==> config.mk <==
export PLATFORM = sky130hd
export DESIGN_NAME = keypad_scanner
export DESIGN_NICKNAME = d
export VERILOG_FILES = /design/src/rtl/game_pkg.sv /design/src/rtl/sync_2ff.sv /design/src/rtl/keypad_scanner.sv
export SDC_FILE = /design/constraint.sdc
export NUM_CORES = 1
export LEC_CHECK = 0
export BUFFER_PORTS_ARGS = -buffer_cell sky130_fd_sc_hd__buf_4
export CORE_MARGIN = 5
export CORE_UTILIZATION = 40
export CTS_CLUSTER_SIZE = 25
export DETAILED_ROUTE_END_ITERATION = 12
export GPL_TIMING_DRIVEN = 0
export PLACE_DENSITY_LB_ADDON = 0.15
export SLEW_MARGIN = 30
export SYNTH_ARGS = -nofsm -noshare
export SYNTH_HDL_FRONTEND = slang
export SYNTH_HIERARCHICAL = 1
export SYNTH_SLANG_ARGS = --single-unit
==> constraint.sdc <==
create_clock -name clock -period 3.6 [get_ports clock]
set_clock_uncertainty 0.1 [all_clocks]
set_input_delay 0.54 -clock clock [delete_from_list [all_inputs] [get_ports clock]]
set_output_delay 0.54 -clock clock [all_outputs]
set_load 0.05 [all_outputs]
==> src/rtl/game_pkg.sv <==
// Shared types and helpers for the board-input blocks (keypad scanner and friends).
package game_pkg;

  localparam int KEY_CODE_W = 4;

  typedef enum logic [1:0] {
    IDLE      = 2'd0,
    DEB_PRESS = 2'd1,
    PRESSED   = 2'd2,
    DEB_REL   = 2'd3
  } scan_state_t;

  typedef enum logic [1:0] {
    NONE   = 2'd0,
    SINGLE = 2'd1,
    MULTI  = 2'd2
  } frame_class_t;

  // Zero, one or several keys seen in a 16-bit matrix frame.
  function automatic frame_class_t classify_frame(input logic [15:0] snap);
    frame_class_t c;
    if (snap == 16'd0)
      c = NONE;
    else if ((snap & (snap - 16'd1)) == 16'd0)
      c = SINGLE;
    else
      c = MULTI;
    return c;
  endfunction

  // Index of the lowest set bit; only meaningful when the frame is SINGLE.
  function automatic logic [KEY_CODE_W-1:0] frame_code(input logic [15:0] snap);
    logic [KEY_CODE_W-1:0] idx;
    idx = '0;
    for (int i = 15; i >= 0; i--) begin
      if (snap[i])
        idx = KEY_CODE_W'(i);
    end
    return idx;
  endfunction

endpackage

==> src/rtl/sync_2ff.sv <==
// Two-flop synchronizer for asynchronous level inputs; resets to all ones
// so idle pulled-up lines read as inactive.
module sync_2ff #(
  parameter int WIDTH = 1
) (
  input  logic             clock,
  input  logic             reset,
  input  logic [WIDTH-1:0] d,
  output logic [WIDTH-1:0] q
);

  logic [WIDTH-1:0] meta;

  // Shift the raw input through two flops before anyone uses it.
  always_ff @(posedge clock or posedge reset) begin
    if (reset) begin
      meta <= '1;
      q    <= '1;
    end else begin
      meta <= d;
      q    <= meta;
    end
  end

endmodule

==> src/rtl/keypad_scanner.sv <==
// 4x4 matrix keypad scanner: drives columns one-hot active-low, samples rows,
// debounces whole-matrix frames and emits press/release events.
//
// state     | meaning
// ----------|-----------------------------------------------------------
// IDLE      | no key accepted, waiting for a frame with exactly one key
// DEB_PRESS | same single key seen for cnt consecutive frames
// PRESSED   | key accepted and held; other keys ignored until full release
// DEB_REL   | empty frames seen for cnt consecutive frames
module keypad_scanner
  import game_pkg::*;
#(
  parameter int SCAN_DIV        = 5000,
  parameter int DEBOUNCE_FRAMES = 4,
  parameter int N_COLS          = 4,
  parameter int N_ROWS          = 4
) (
  input  logic                  clock,
  input  logic                  reset,
  input  logic [N_ROWS-1:0]     row_n,
  output logic [N_COLS-1:0]     col_n,
  output logic [KEY_CODE_W-1:0] key_code,
  output logic                  key_valid,
  output logic                  key_held,
  output logic                  key_release
);

  localparam int DW = (SCAN_DIV > 1) ? $clog2(SCAN_DIV) : 1;
  localparam int CW = $clog2(DEBOUNCE_FRAMES + 1);
  localparam logic [DW-1:0] DWELL_LAST = DW'(SCAN_DIV - 1);
  localparam logic [CW-1:0] CNT_MAX    = CW'(DEBOUNCE_FRAMES);
  localparam logic [CW-1:0] CNT_ONE    = CW'(1);

  logic [N_ROWS-1:0]          row_s;
  logic [DW-1:0]              dwell;
  logic [1:0]                 col_idx;
  logic [1:0]                 col_next;
  logic [15:0]                snapshot;
  logic                       frame_done;
  logic                       tick;
  scan_state_t                state;
  logic [CW-1:0]              cnt;
  logic [CW-1:0]              cnt_inc;
  logic [KEY_CODE_W-1:0]      cand;
  frame_class_t               fclass;
  logic [KEY_CODE_W-1:0]      fcode;

  sync_2ff #(.WIDTH(N_ROWS)) u_row_sync (
    .clock (clock),
    .reset (reset),
    .d     (row_n),
    .q     (row_s)
  );

  assign tick     = (dwell == DWELL_LAST);
  assign col_next = col_idx + 2'd1;
  assign fclass   = classify_frame(snapshot);
  assign fcode    = frame_code(snapshot);
  assign cnt_inc  = (cnt < CNT_MAX) ? cnt + CNT_ONE : cnt;

  // Column dwell timer, row sampling into the frame snapshot, column advance.
  always_ff @(posedge clock or posedge reset) begin
    if (reset) begin
      dwell      <= '0;
      col_idx    <= 2'd0;
      col_n      <= 4'b1110;
      snapshot   <= 16'd0;
      frame_done <= 1'b0;
    end else begin
      frame_done <= tick && (col_idx == 2'd3);
      if (tick) begin
        dwell <= '0;
        for (int r = 0; r < N_ROWS; r++)
          snapshot[r*N_COLS + int'(col_idx)] <= ~row_s[r];
        col_idx <= col_next;
        col_n   <= ~(4'b0001 << col_next);
      end else begin
        dwell <= dwell + DW'(1);
      end
    end
  end

  // Debounce FSM, advanced once per completed frame; event outputs pulse one cycle.
  always_ff @(posedge clock or posedge reset) begin
    if (reset) begin
      state       <= IDLE;
      cnt         <= '0;
      cand        <= '0;
      key_code    <= '0;
      key_valid   <= 1'b0;
      key_held    <= 1'b0;
      key_release <= 1'b0;
    end else begin
      key_valid   <= 1'b0;
      key_release <= 1'b0;
      if (frame_done) begin
        case (state)
          IDLE: begin
            if (fclass == SINGLE) begin
              cand <= fcode;
              if (DEBOUNCE_FRAMES == 1) begin
                state     <= PRESSED;
                cnt       <= '0;
                key_code  <= fcode;
                key_valid <= 1'b1;
                key_held  <= 1'b1;
              end else begin
                state <= DEB_PRESS;
                cnt   <= CNT_ONE;
              end
            end
          end
          DEB_PRESS: begin
            if (fclass == SINGLE && fcode == cand) begin
              if (cnt_inc == CNT_MAX) begin
                state     <= PRESSED;
                cnt       <= '0;
                key_code  <= cand;
                key_valid <= 1'b1;
                key_held  <= 1'b1;
              end else begin
                cnt <= cnt_inc;
              end
            end else if (fclass == SINGLE) begin
              cand <= fcode;
              cnt  <= CNT_ONE;
            end else begin
              state <= IDLE;
              cnt   <= '0;
            end
          end
          PRESSED: begin
            if (fclass == NONE) begin
              if (DEBOUNCE_FRAMES == 1) begin
                state       <= IDLE;
                cnt         <= '0;
                key_release <= 1'b1;
                key_held    <= 1'b0;
              end else begin
                state <= DEB_REL;
                cnt   <= CNT_ONE;
              end
            end else if (fclass == SINGLE && fcode == cand) begin
              cnt <= '0;
            end
          end
          DEB_REL: begin
            if (fclass == NONE) begin
              if (cnt_inc == CNT_MAX) begin
                state       <= IDLE;
                cnt         <= '0;
                key_release <= 1'b1;
                key_held    <= 1'b0;
              end else begin
                cnt <= cnt_inc;
              end
            end else begin
              state <= PRESSED;
              cnt   <= '0;
            end
          end
          default: begin
            state <= IDLE;
            cnt   <= '0;
          end
        endcase
      end
    end
  end

endmodule

==> results of run 1 <==
==> per-layer routing <==
layer,part of all wire,track usage,vias to the layer above,wire length [um]
li1,-,-,1054,-
met3,0.032,0.0295,9,172
met1,0.50,0.178,988,2680
met4,0.024,0.0721,0,129
met5,0,0,-,0
met2,0.44,0.196,37,2350
==> power by group through the flow <==
stage               Clock [mW]  Sequential [mW]  Combinational, mW
floorplan                    0            0.696            0.00984
global placement             0            0.697             0.0180
detailed placement           0            0.697             0.0213
CTS                      0.700            0.685             0.0213
global route             0.734            0.685             0.0233
finish                   0.678            0.685             0.0199
==> Yosys cell counts, types with 2 or more instances <==
cell type	count
a21oi_1	10
a221o_1	2
a22o_1	2
a31oi_1	2
and3_1	3
buf_2	4
clkbuf_1	6
dfrtp_1	49
dfstp_2	11
ha_1	6
inv_1	15
mux2_1	4
mux2_2	4
mux2i_1	4
nand2_1	38
nand2b_1	2
nand3_1	9
nor2_1	17
nor2b_1	3
nor3_1	3
nor4_1	5
nor4_2	2
o21a_1	2
o21ai_0	25
o22ai_1	2
o32a_1	2
o32ai_1	2
or3_1	2
or4_1	4
or4_4	2
or4b_2	2
xnor2_1	9
xor2_1	5
==> area by class of cell <==
class	count	share of cell area
clock buffers	10	0.0407
clock inverters	6	0.0259
inverters	15	0.0174
well taps	99	0.0366
repair buffers	17	0.0414
flip-flops and latches	60	0.448
plain buffers	11	0.0148
multi-input cells	196	0.375
==> kinds of logic after synthesis <==
logic type	after synthesis
and+or+nand+nor	104
AOI/OAI and AO/OA	60
DFF	60
buffers and inverters	26
xor gates and xnor gates	14
muxes	12
adders and majority gates	6
==> critical path, cell delays in order (launching register included) <==
cell	delay, ns
dfrtp_1	0.36
clkbuf_1	0.22
nor4_1	0.55
and4_1	0.27
a211oi_1	0.07
o32a_1	0.21
nor4_4	0.45
and3_1	0.24
buf_4	0.14
mux2_1	0.31
==> placed cells by master (no fill, tap or decap), types with 3 or more instances in the layout <==
| cell type | netlist | final |
|---|---|---|
| nand3_1 | 9 | 9 |
| xor2_1 | 5 | 5 |
| mux2_1 | 4 | 4 |
| dfstp_2 | 11 | 11 |
| dfrtp_1 | 49 | 49 |
| ha_1 | 6 | 6 |
| nor2_1 | 17 | 17 |
| nor4_1 | 5 | 5 |
| a21oi_1 | 10 | 10 |
| clkbuf_8 | 0 | 10 |
| and3_1 | 3 | 3 |
| clkbuf_1 | 6 | 6 |
| buf_4 | 1 | 17 |
| mux2i_1 | 4 | 4 |
| clkinvlp_4 | 0 | 3 |
| or4_1 | 4 | 4 |
| o21ai_0 | 25 | 25 |
| nor2b_1 | 3 | 3 |
| xnor2_1 | 9 | 9 |
| mux2_2 | 4 | 4 |
| nand2_1 | 38 | 38 |
| nor3_1 | 3 | 3 |
| inv_1 | 15 | 14 |
| buf_2 | 4 | 4 |
==> how the worst max path moves through the flow <==
stage	slack, ns	to	cells past startpoint
after floorplan	0.83	key_code[2]	9
after global placement	0.58	key_code[3]	10
after detailed placement	0.57	key_code[2]	9
after CTS	0.55	key_code[0]	10
after global routing	0.33	key_code[0]	9
final	0.55	key_code[0]	9
==> registers in the layout, summed over array words and instances, names as in the netlist, 2 cells and up <==
signal,count
cand,4
key_code,4
col_n,4
snapshot,16
col_idx,2
u_row_sync/q,4
dwell,13
cnt,3
u_row_sync/meta,4
state,2
==> per-stage QoR <==
stage / power, mW / utilization / setup slack [ns]
4_1_cts: 1.41 / 0.474 / 0.554
2_1_floorplan: 0.706 / - / 0.828
3_3_place_gp: 0.715 / 0.439 / 0.577
6_report: 1.38 / 0.474 / 0.553
5_1_grt: 1.44 / 0.474 / 0.333
3_5_place_dp: 0.719 / 0.442 / 0.570
==> results.md, run 1 <==
* Reg-to-Reg Start: snapshot[9]
* Placer Congestion at about 0.75
* Drt first pass iters at 4
* GR Overflow Total at 0
* Seq/Total Area, Yosys at 0.524
* Diodes inserted at 0
* Period utilization at 0.846
* RSZ-0062 raised after global routing: no
* Reg area at roughly 0.0015 sq mm
* First-pass GRT wire length at roughly 9000 um
* Worst slew pin tran at slightly above 0.8 ns
* Max Freq at between 300 and 400 MHz
* Worst-path clk slew at approximately 0.07 ns
* Top FF cell, synth: dfrtp_1
* Non-Filler Instances at between 400 and 500
* Status: completed
* Root Buffer: clkbuf_8
* CTS tree: yes
* Reg2reg path depth at 9
* DIE AREA at about 0.009 sq mm
* Worst Path Arrival at roughly 3.2 ns
* Post-Syn Area at around 0.0029 sq mm
* Cell taking the most area after synthesis: dfrtp_1
* CTS Hold Buffers Added at 0
* Xor/xnor share of the synthesized area at 0.0424
* Clk sinks at 60
* Layout overhead on the synthesized area at 17.0%
* Htree depth at 3
* Vias in the first global route at just under 2000
* Power Dens Cells at between 400 and 500 mW/mm^2
* Worst min-delay path class: in -> async
* Clock Latency Late Sink at 0.33 ns
* Final hold slack at slightly above 0.02 ns
* Core outline area at a little over 0.007 sq mm
* Critical path data required time at approximately 3.7 ns
* FP Rows at 31
* Reg2reg setup slack at ~0.55 ns
* Fillers at between 700 and 800
* Adder-cell share of the synthesized area at 0.0260
* Worst VDD drop at 259 uV
* Kind of critical path: reg -> reg
* Tmin final at slightly above 3 ns
* Total GRT Usage at 0.132
* WL final at roughly 5300 um
* # DRC at 0
* Comb pwr share at 0.014
* Mux cell area share after synthesis at 0.0450
* Seq pwr share at 0.495
* Syn_nets at 294
* Final hold viol count at 0
* Post-Route Setup TNS at 0 ns
* Multi-input gate area at approximately 0.0013 sq mm
* Die H at about 95 um
* R2r endpoint: key_code[0]
* Cell Int Power at 1.10 mW
* CP Capture Type: flop
* Port bufs at 16
* NetSw at roughly 0.29 mW
* Post-synthesis simple-gate area fraction at 0.194
* Final setup fails at 0
* Post-route ant nets at 0
* Synth top area cells: dfrtp_1, dfstp_2, nand2_1
* Slew headroom at 0.443
* Top cell type's share of synthesized area at 0.424
* Die W at around 95 um
* Crit path launch: snapshot[9]
* Fin nets at ~320
* Synth async-reset ratio at 1.00
* Drt initial violations at 90
* CTS resizes at 0
* Total placed cells including tap cells at 398
* Initial core utilization at 0.405
* Setup Buffers After CTS at 0
* P_leak at around 1.5 nW
* HPWL after detailed placement at about 3800 um
* Largest net degree at the start of global routing at 41
* Initial antenna violation count at 0
* Yosys reg bits at 60
* Placed cell area at roughly 0.0032 sq mm
* Distinct cells, synth at 57
* Mapped Avg Cell Area at slightly above 10 sq um
* Net Sw Frac at 0.208
* Clk pwr share at 0.490
* Worst-path maximum fanout at 10
* Compound-Gate Fraction of Synth Area at 0.132
* Share of layout cells above drive strength 1 at 0.213
* Crit path launch type: flop
* Wire per inst at 12.9 um
* Max Cap Viol at 0
* Clk buf depth at 2
* DR vias/cell at between 5 and 6
* Design Area, Final at ~0.0034 sq mm
* Cell count after synthesis at between 200 and 300
* Via count at roughly 2100
* Largest family of logic cells by synthesized area: simple AND/OR/NAND/NOR gates
* I/O Pins at 17
* CTS Buf Count at 9
* EDFF count, synth at 0
* Synth Warn # at 6
* Fin. max-slew vios at 0
Power figures use the tool's default switching activity.
==> run 2, diff against run 1 <==
--- a/config.mk
+++ b/config.mk
@@ -5,6 +5,7 @@
 export SDC_FILE = /design/constraint.sdc
 export NUM_CORES = 1
 export LEC_CHECK = 0
+export ABC_AREA = 1
 export BUFFER_PORTS_ARGS = -buffer_cell sky130_fd_sc_hd__buf_4
 export CORE_MARGIN = 5
 export CORE_UTILIZATION = 40
==> constraint.sdc (replaced) <==
create_clock -name clock -period 2.5 [get_ports clock]
set_clock_uncertainty 0.1 [all_clocks]
set_input_delay 0.375 -clock clock [delete_from_list [all_inputs] [get_ports clock]]
set_output_delay 0.375 -clock clock [all_outputs]
set_load 0.05 [all_outputs]
==> run 2 against run 1 <==
Fmax rose by 33%. Setup slack got worse by 0.35 ns. Register-to-register slack worse by 0.35 ns. Critical path type unchanged. Highest routed layer unchanged. First-iteration DRC count fell by 11%. Critical endpoint is now cand[0]. Final area up 5.2%. Final cell count grew 24%. Die area up 5.2%.
==> results.md, run 2 <==
* WL final at about 5400 um
* Distinct cells, synth at 34
* Synth async-reset ratio at 1.00
* Max Freq at about 440 MHz
* Vias in the first global route at roughly 2300
* I/O Pins at 17
* Final setup fails at 0
* P_leak at approximately 1.8 nW
* Kind of critical path: reg -> reg
* FP Rows at 31
* Initial antenna violation count at 0
* Top FF cell, synth: dfrtp_1
* Cell count after synthesis at about 380
* GR Overflow Total at 0
* Fin nets at 420
* Worst Path Arrival at 2.42 ns
* # DRC at 0
* Drt initial violations at 80
* Drt first pass iters at 4
* Max Cap Viol at 0
* Cell Int Power at ~1.4 mW
* CTS Buf Count at 9
* Hold Path End: u_row_sync/meta[3]
* Worst VDD drop at roughly 370 uV
* Reg2reg path depth at 16
* Slew headroom at 0.750
* Most instantiated library cell after synthesis: nand2_1
* Worst slew pin tran at roughly 0.37 ns
* Post-Syn Area at between 0.003 and 0.004 sq mm
* Hold Path Stages at 1
* Reg-to-Reg Start: snapshot[8]
* Clk pwr share at 0.431
* Largest net degree at the start of global routing at 42
* Top cell type's share of synthesized area at 0.401
* Die H at between 90 and 100 um
* Cell taking the most area after synthesis: dfrtp_1
* Status: completed
* Crit path launch type: flop
* Reg2reg setup slack at 0.21 ns
* Comb pwr share at 0.017
* Fin. max-slew vios at 0
* Largest registers: snapshot x16, dwell x13
* Mapped Avg Cell Area at roughly 8.1 sq um
* Worst min-delay path class: in -> reg
* CP Capture Type: flop
* Reg with most FFs: snapshot
* NetSw at 0.406 mW
* Clock Latency Late Sink at 0.33 ns
* Total power at between 1.5 and 2 mW
* Die W at approximately 97 um
* Total GRT Usage at 0.123
* Max reg flops at 16
* Synth Warn # at 6
* Htree depth at 3
* Placer Congestion at between 0.8 and 0.9
* Synth top cells by count: nand2_1, inv_1, dfrtp_1
* R2r endpoint: cand[0]
* Via count at around 2300
* Min-delay src: row_n[3]
* Seq pwr share at 0.552
* Root Buffer: clkbuf_8
* Most frequent cells in the layout: nand2_1, inv_1, dfrtp_1
* Layout overhead on the synthesized area at 16.3%
* Seq/Total Area, Yosys at 0.495
* Clk sinks at 60
* Core outline area at ~0.0073 sq mm
* Syn_nets at a little under 400
* Share of layout cells above drive strength 1 at 0.206
* RSZ-0062 raised after global routing: yes
* Period utilization at 0.917
* Most common cell after layout, fill and taps aside: nand2_1
* Tmin final at 2.29 ns
* Final hold viol count at 0
* DIE AREA at 0.00950 sq mm
* Synth top area cells: dfrtp_1, nand2_1, dfstp_2
* Final hold slack at approximately 0.045 ns
* Initial core utilization at 0.417
* First-pass GRT wire length at between 9000 and 10000 um
* DR vias/cell at between 4 and 5
* Post-layout util at 0.485
* Worst-path maximum fanout at 6
* Net Sw Frac at 0.227
* Post-route ant nets at 0
* HPWL after detailed placement at slightly above 4000 um
* Yosys reg bits at 60
* CTS tree: yes
* Clk buf depth at 2
* Diodes inserted at 0
* Wire per inst at ~10 um
* Worst-path clk slew at approximately 0.070 ns
* Power Dens Cells at 502 mW/mm^2
* Post-Route Setup TNS at 0 ns
* Port bufs at 16
* Critical path data required time at ~2.6 ns
* EDFF count, synth at 0
-- run 2: routing by layer --
layer	GRT usage	wire length, um	vias up
met1	0.165	2670	1033
met3	0.0380	214	7
met2	0.189	2400	28
met5	0	0	-
li1	-	-	1246
met4	0.0447	70	0
-- run 2: what timing repair did --
item | 4_1_cts | 5_1_grt
buffers inserted | 0 | 2
endpoints found under the hold margin | 8 | 0
setup endpoints to repair | 0 | 24
gates resized for setup | 0 | 12
hold buffers | 1 | 0
-- run 2: worst max-delay path by stage --
stage                     cells after the start         start  slack (ns)       end
final                                        16   snapshot[8]        0.21   cand[0]
after global routing                         18   snapshot[0]       -0.03  state[1]
after CTS                                    14  snapshot[12]        0.08  state[1]
after detailed placement                     14  snapshot[12]         0.1  state[1]
after global placement                        2         reset       -0.04   cand[2]
after floorplan                              18   snapshot[0]        0.43   cand[0]
-- run 2: worst max-delay path: stages, from the launching register on --
cell	delay (ns)
dfrtp_1	0.40
nor2_2	0.19
inv_1	0.11
nor3_2	0.18
inv_2	0.08
nor2_4	0.18
inv_2	0.09
o2111ai_1	0.10
nor2_1	0.08
nand2_2	0.08
nor2_4	0.05
nand4_1	0.09
nand2_1	0.08
nand2_1	0.14
nand2_1	0.12
nand2_1	0.08
nand2_1	0.04
-- run 2: stage by stage --
step	worst slack [ns]	std cells	area (sq um)
final	0.207	512	3560
after global routing	-0.0255	512	3560
after CTS	0.0835	511	3510
after detailed placement	0.0966	494	3330
after global placement	-0.0444	493	3300
after floorplan	0.432	378	3060
-- run 2: logic make-up (layout without fill, tap and decap cells) --
| group | after synthesis | count (layout) | synth area share |
|---|---|---|---|
| buf+inv | 71 | 106 | 0.0879 |
| simple gates | 179 | 179 | 0.273 |
| mux | 1 | 1 | 0.00368 |
| fa+ha+maj | 6 | 6 | 0.0245 |
| compound gates | 55 | 55 | 0.0982 |
| flops | 60 | 60 | 0.495 |
| xor+xnor | 6 | 6 | 0.0172 |
-- run 2: cell type report --
class	count	area (sq um)
Timing Repair Buffer	20	165
Clock buffer	11	141
Clock inverter	5	36.3
Sequential cell	60	1520
Tap cell	99	124
Inverter	70	268
Multi-Input combinational cell	247	1310
Fill cell	720	3770
-- run 2: power by group through the flow --
stage               clock network, mW  registers, mW  logic (mW)
floorplan                           0           1.00      0.0142
global route                    0.846          0.987      0.0353
detailed placement                  0           1.00      0.0311
finish                          0.770          0.987      0.0297
CTS                             0.803          0.987      0.0318
global placement                    0           1.00      0.0264
==> run 3, diff against run 2 <==
--- a/config.mk
+++ b/config.mk
@@ -8,7 +8,7 @@
 export ABC_AREA = 1
 export BUFFER_PORTS_ARGS = -buffer_cell sky130_fd_sc_hd__buf_4
 export CORE_MARGIN = 5
-export CORE_UTILIZATION = 40
+export CORE_UTILIZATION = 25
 export CTS_CLUSTER_SIZE = 25
 export DETAILED_ROUTE_END_ITERATION = 12
 export GPL_TIMING_DRIVEN = 0
==> run 3 against run 2 <==
Critical path type unchanged. Clock-buffer cell count is the same. Register-to-register slack lost 0.05 ns. Sequential cell count is the same. Power grew 30%. Routed wire length grew 16%.
==> results.md, run 3 (synthesized netlist as in run 2, its figures left out) <==
* Slew headroom at 0.748
* HPWL after detailed placement at ~4500 um
* Reg area at about 0.0015 sq mm
* P_leak at roughly 1.9 nW
* Reg2reg path depth at 19
* Crit-path leading delay family: simple AND/OR/NAND/NOR gates
* WL final at about 6200 um
* DIE AREA at roughly 0.015 sq mm
* Most common cell after layout, fill and taps aside: nand2_1
* Placed cell area at 0.00339 sq mm
* Root Buffer: clkbuf_16
* Total power at roughly 2.3 mW
* RSZ-0062 raised after global routing: yes
* I/O Pins at 17
* Fin nets at approximately 430
* Largest net degree at the start of global routing at 28
* Htree depth at 3
* Clock Latency Late Sink at between 0.3 and 0.4 ns
* Die W at 121 um
* CP bufs+invs at 5
* Port bufs at 16
* Crit-path slowest cell: dfrtp_2
* Drt initial violations at between 100 and 150
* CTS tree: yes
* Design Area, Final at approximately 0.0038 sq mm
* Worst-path clk slew at about 0.050 ns
* FP Rows at 40
* Most frequent cells in the layout: nand2_1, inv_1, dfrtp_1
* Period utilization at 0.939
* Worst slew pin tran at between 0.3 and 0.4 ns
* Wire per inst at 11.0 um
* Fillers at between 1000 and 1500
* Power Dens Cells at approximately 610 mW/mm^2
* Worst VDD drop at ~330 uV
* GR Overflow Total at 0
* Critical-path cell list: nor2_4 > nand2_2 > inv_2 > nand2_4 > nor2_8 > inv_2 > nor2_4 > inv_2 > o2111ai_1 > nor2_1 > nand2_2 > nor2_4 > inv_4 > nand2_2 > o31ai_1 > nor2_1 > buf_4 > nand3_1 > nand2_1
* Largest registers: snapshot x16, dwell x13
* Clk buf depth at 2
* Initial antenna violation count at 0
* CTS Buf Count at 9
* Tmin final at approximately 2.3 ns
* Status: completed
* Final setup fails at 0
* Reg with most FFs: snapshot
* Final hold viol count at 0
* First-pass GRT wire length at 10900 um
* Fin. max-slew vios at 0
* CP Capture Type: flop
* DR vias/cell at ~4.2
* Critical path data required time at roughly 2.6 ns
* Placer Congestion at 0.799
* Max reg flops at 16
* Die H at about 120 um
* Initial core utilization at 0.255
* Layout overhead on the synthesized area at 24.4%
* Hold Path Stages at 1
* # DRC at 0
* Vias in the first global route at roughly 2400
* Setup ws final at about 0.15 ns
* Worst path max stage delay at around 0.45 ns
* Total GRT Usage at 0.0950
* Multi-input gate area at around 0.0013 sq mm
* Pre-CTS setup slack at roughly 0.036 ns
* Kind of critical path: reg -> reg
* Clk sinks at 60
* Max Cap Viol at 0
* Worst-path maximum fanout at 5
* Diodes inserted at 0
* Crit path launch type: flop
* Worst min-delay path class: in -> reg
* Post-Route Setup TNS at 0 ns
* Max Freq at between 400 and 500 MHz
* Core outline area at 0.0120 sq mm
* Via count at 2395
* Post-route ant nets at 0
* Worst Path Arrival at around 2.5 ns
* Levels on crit path at 19
* Share of layout cells above drive strength 1 at 0.214
* Drt first pass iters at 4
[run 3: path summary, 6_finish.rpt]
path                                     from                  to  slack, ns
max                               snapshot[1]            state[1]       0.15
min                                  row_n[3]  u_row_sync/meta[3]       0.05
max reg2reg                       snapshot[1]            state[1]       0.15
min reg2reg                u_row_sync/meta[0]     u_row_sync/q[0]       0.25
max in group asynchronous               reset            col_n[1]       1.29
min in group asynchronous               reset          col_idx[1]       0.49
[run 3: routing by layer]
metal  GRT usage  wire (um)  vias up
met5           0          0        -
met4      0.0397         91        0
met3      0.0327        251        8
met2       0.142       2730       35
met1       0.125       3150     1091
li1            -          -     1261
[run 3: final cells by class]
type | count | share of cell area
sequential | 60 | 0.399
multi-input combinational | 247 | 0.344
inverter | 70 | 0.0703
clock buffer | 11 | 0.0611
timing repair buffer | 27 | 0.0572
tap | 147 | 0.0483
clock inverter | 5 | 0.0204
[run 3: metrics by stage]
stage	util	std cells	hold slack (ns)
after floorplan	-	378	0.245
after global placement	0.280	541	0.245
after detailed placement	0.282	542	0.247
after CTS	0.309	559	0.0355
after global routing	0.317	567	0.0300
final	0.317	567	0.0534
[run 3: worst reg2reg max path: cells and delay by family, from the launching register on]
kind                   cells  cell delay (ns)
AO/OA/AOI/OAI              2             0.16
buffers and inverters      5             0.43
AND/OR/NAND/NOR           12             1.08
flip-flops                 1             0.45
[run 3: where the power goes]
part	internal (mW)	switching (mW)	leakage, nW
logic	0.00953	0.0211	0.999
registers	0.984	0.00414	0.782
clock network	0.869	0.438	0.150
total	1.86	0.463	1.93
[run 3: repair_timing]
action                                 in CTS  in global routing
hold buffers                                1                  0
buffers inserted                            0                  9
endpoints found under the hold margin      23                  0
setup endpoints to repair                   0                 26
resized for setup                           0                 13
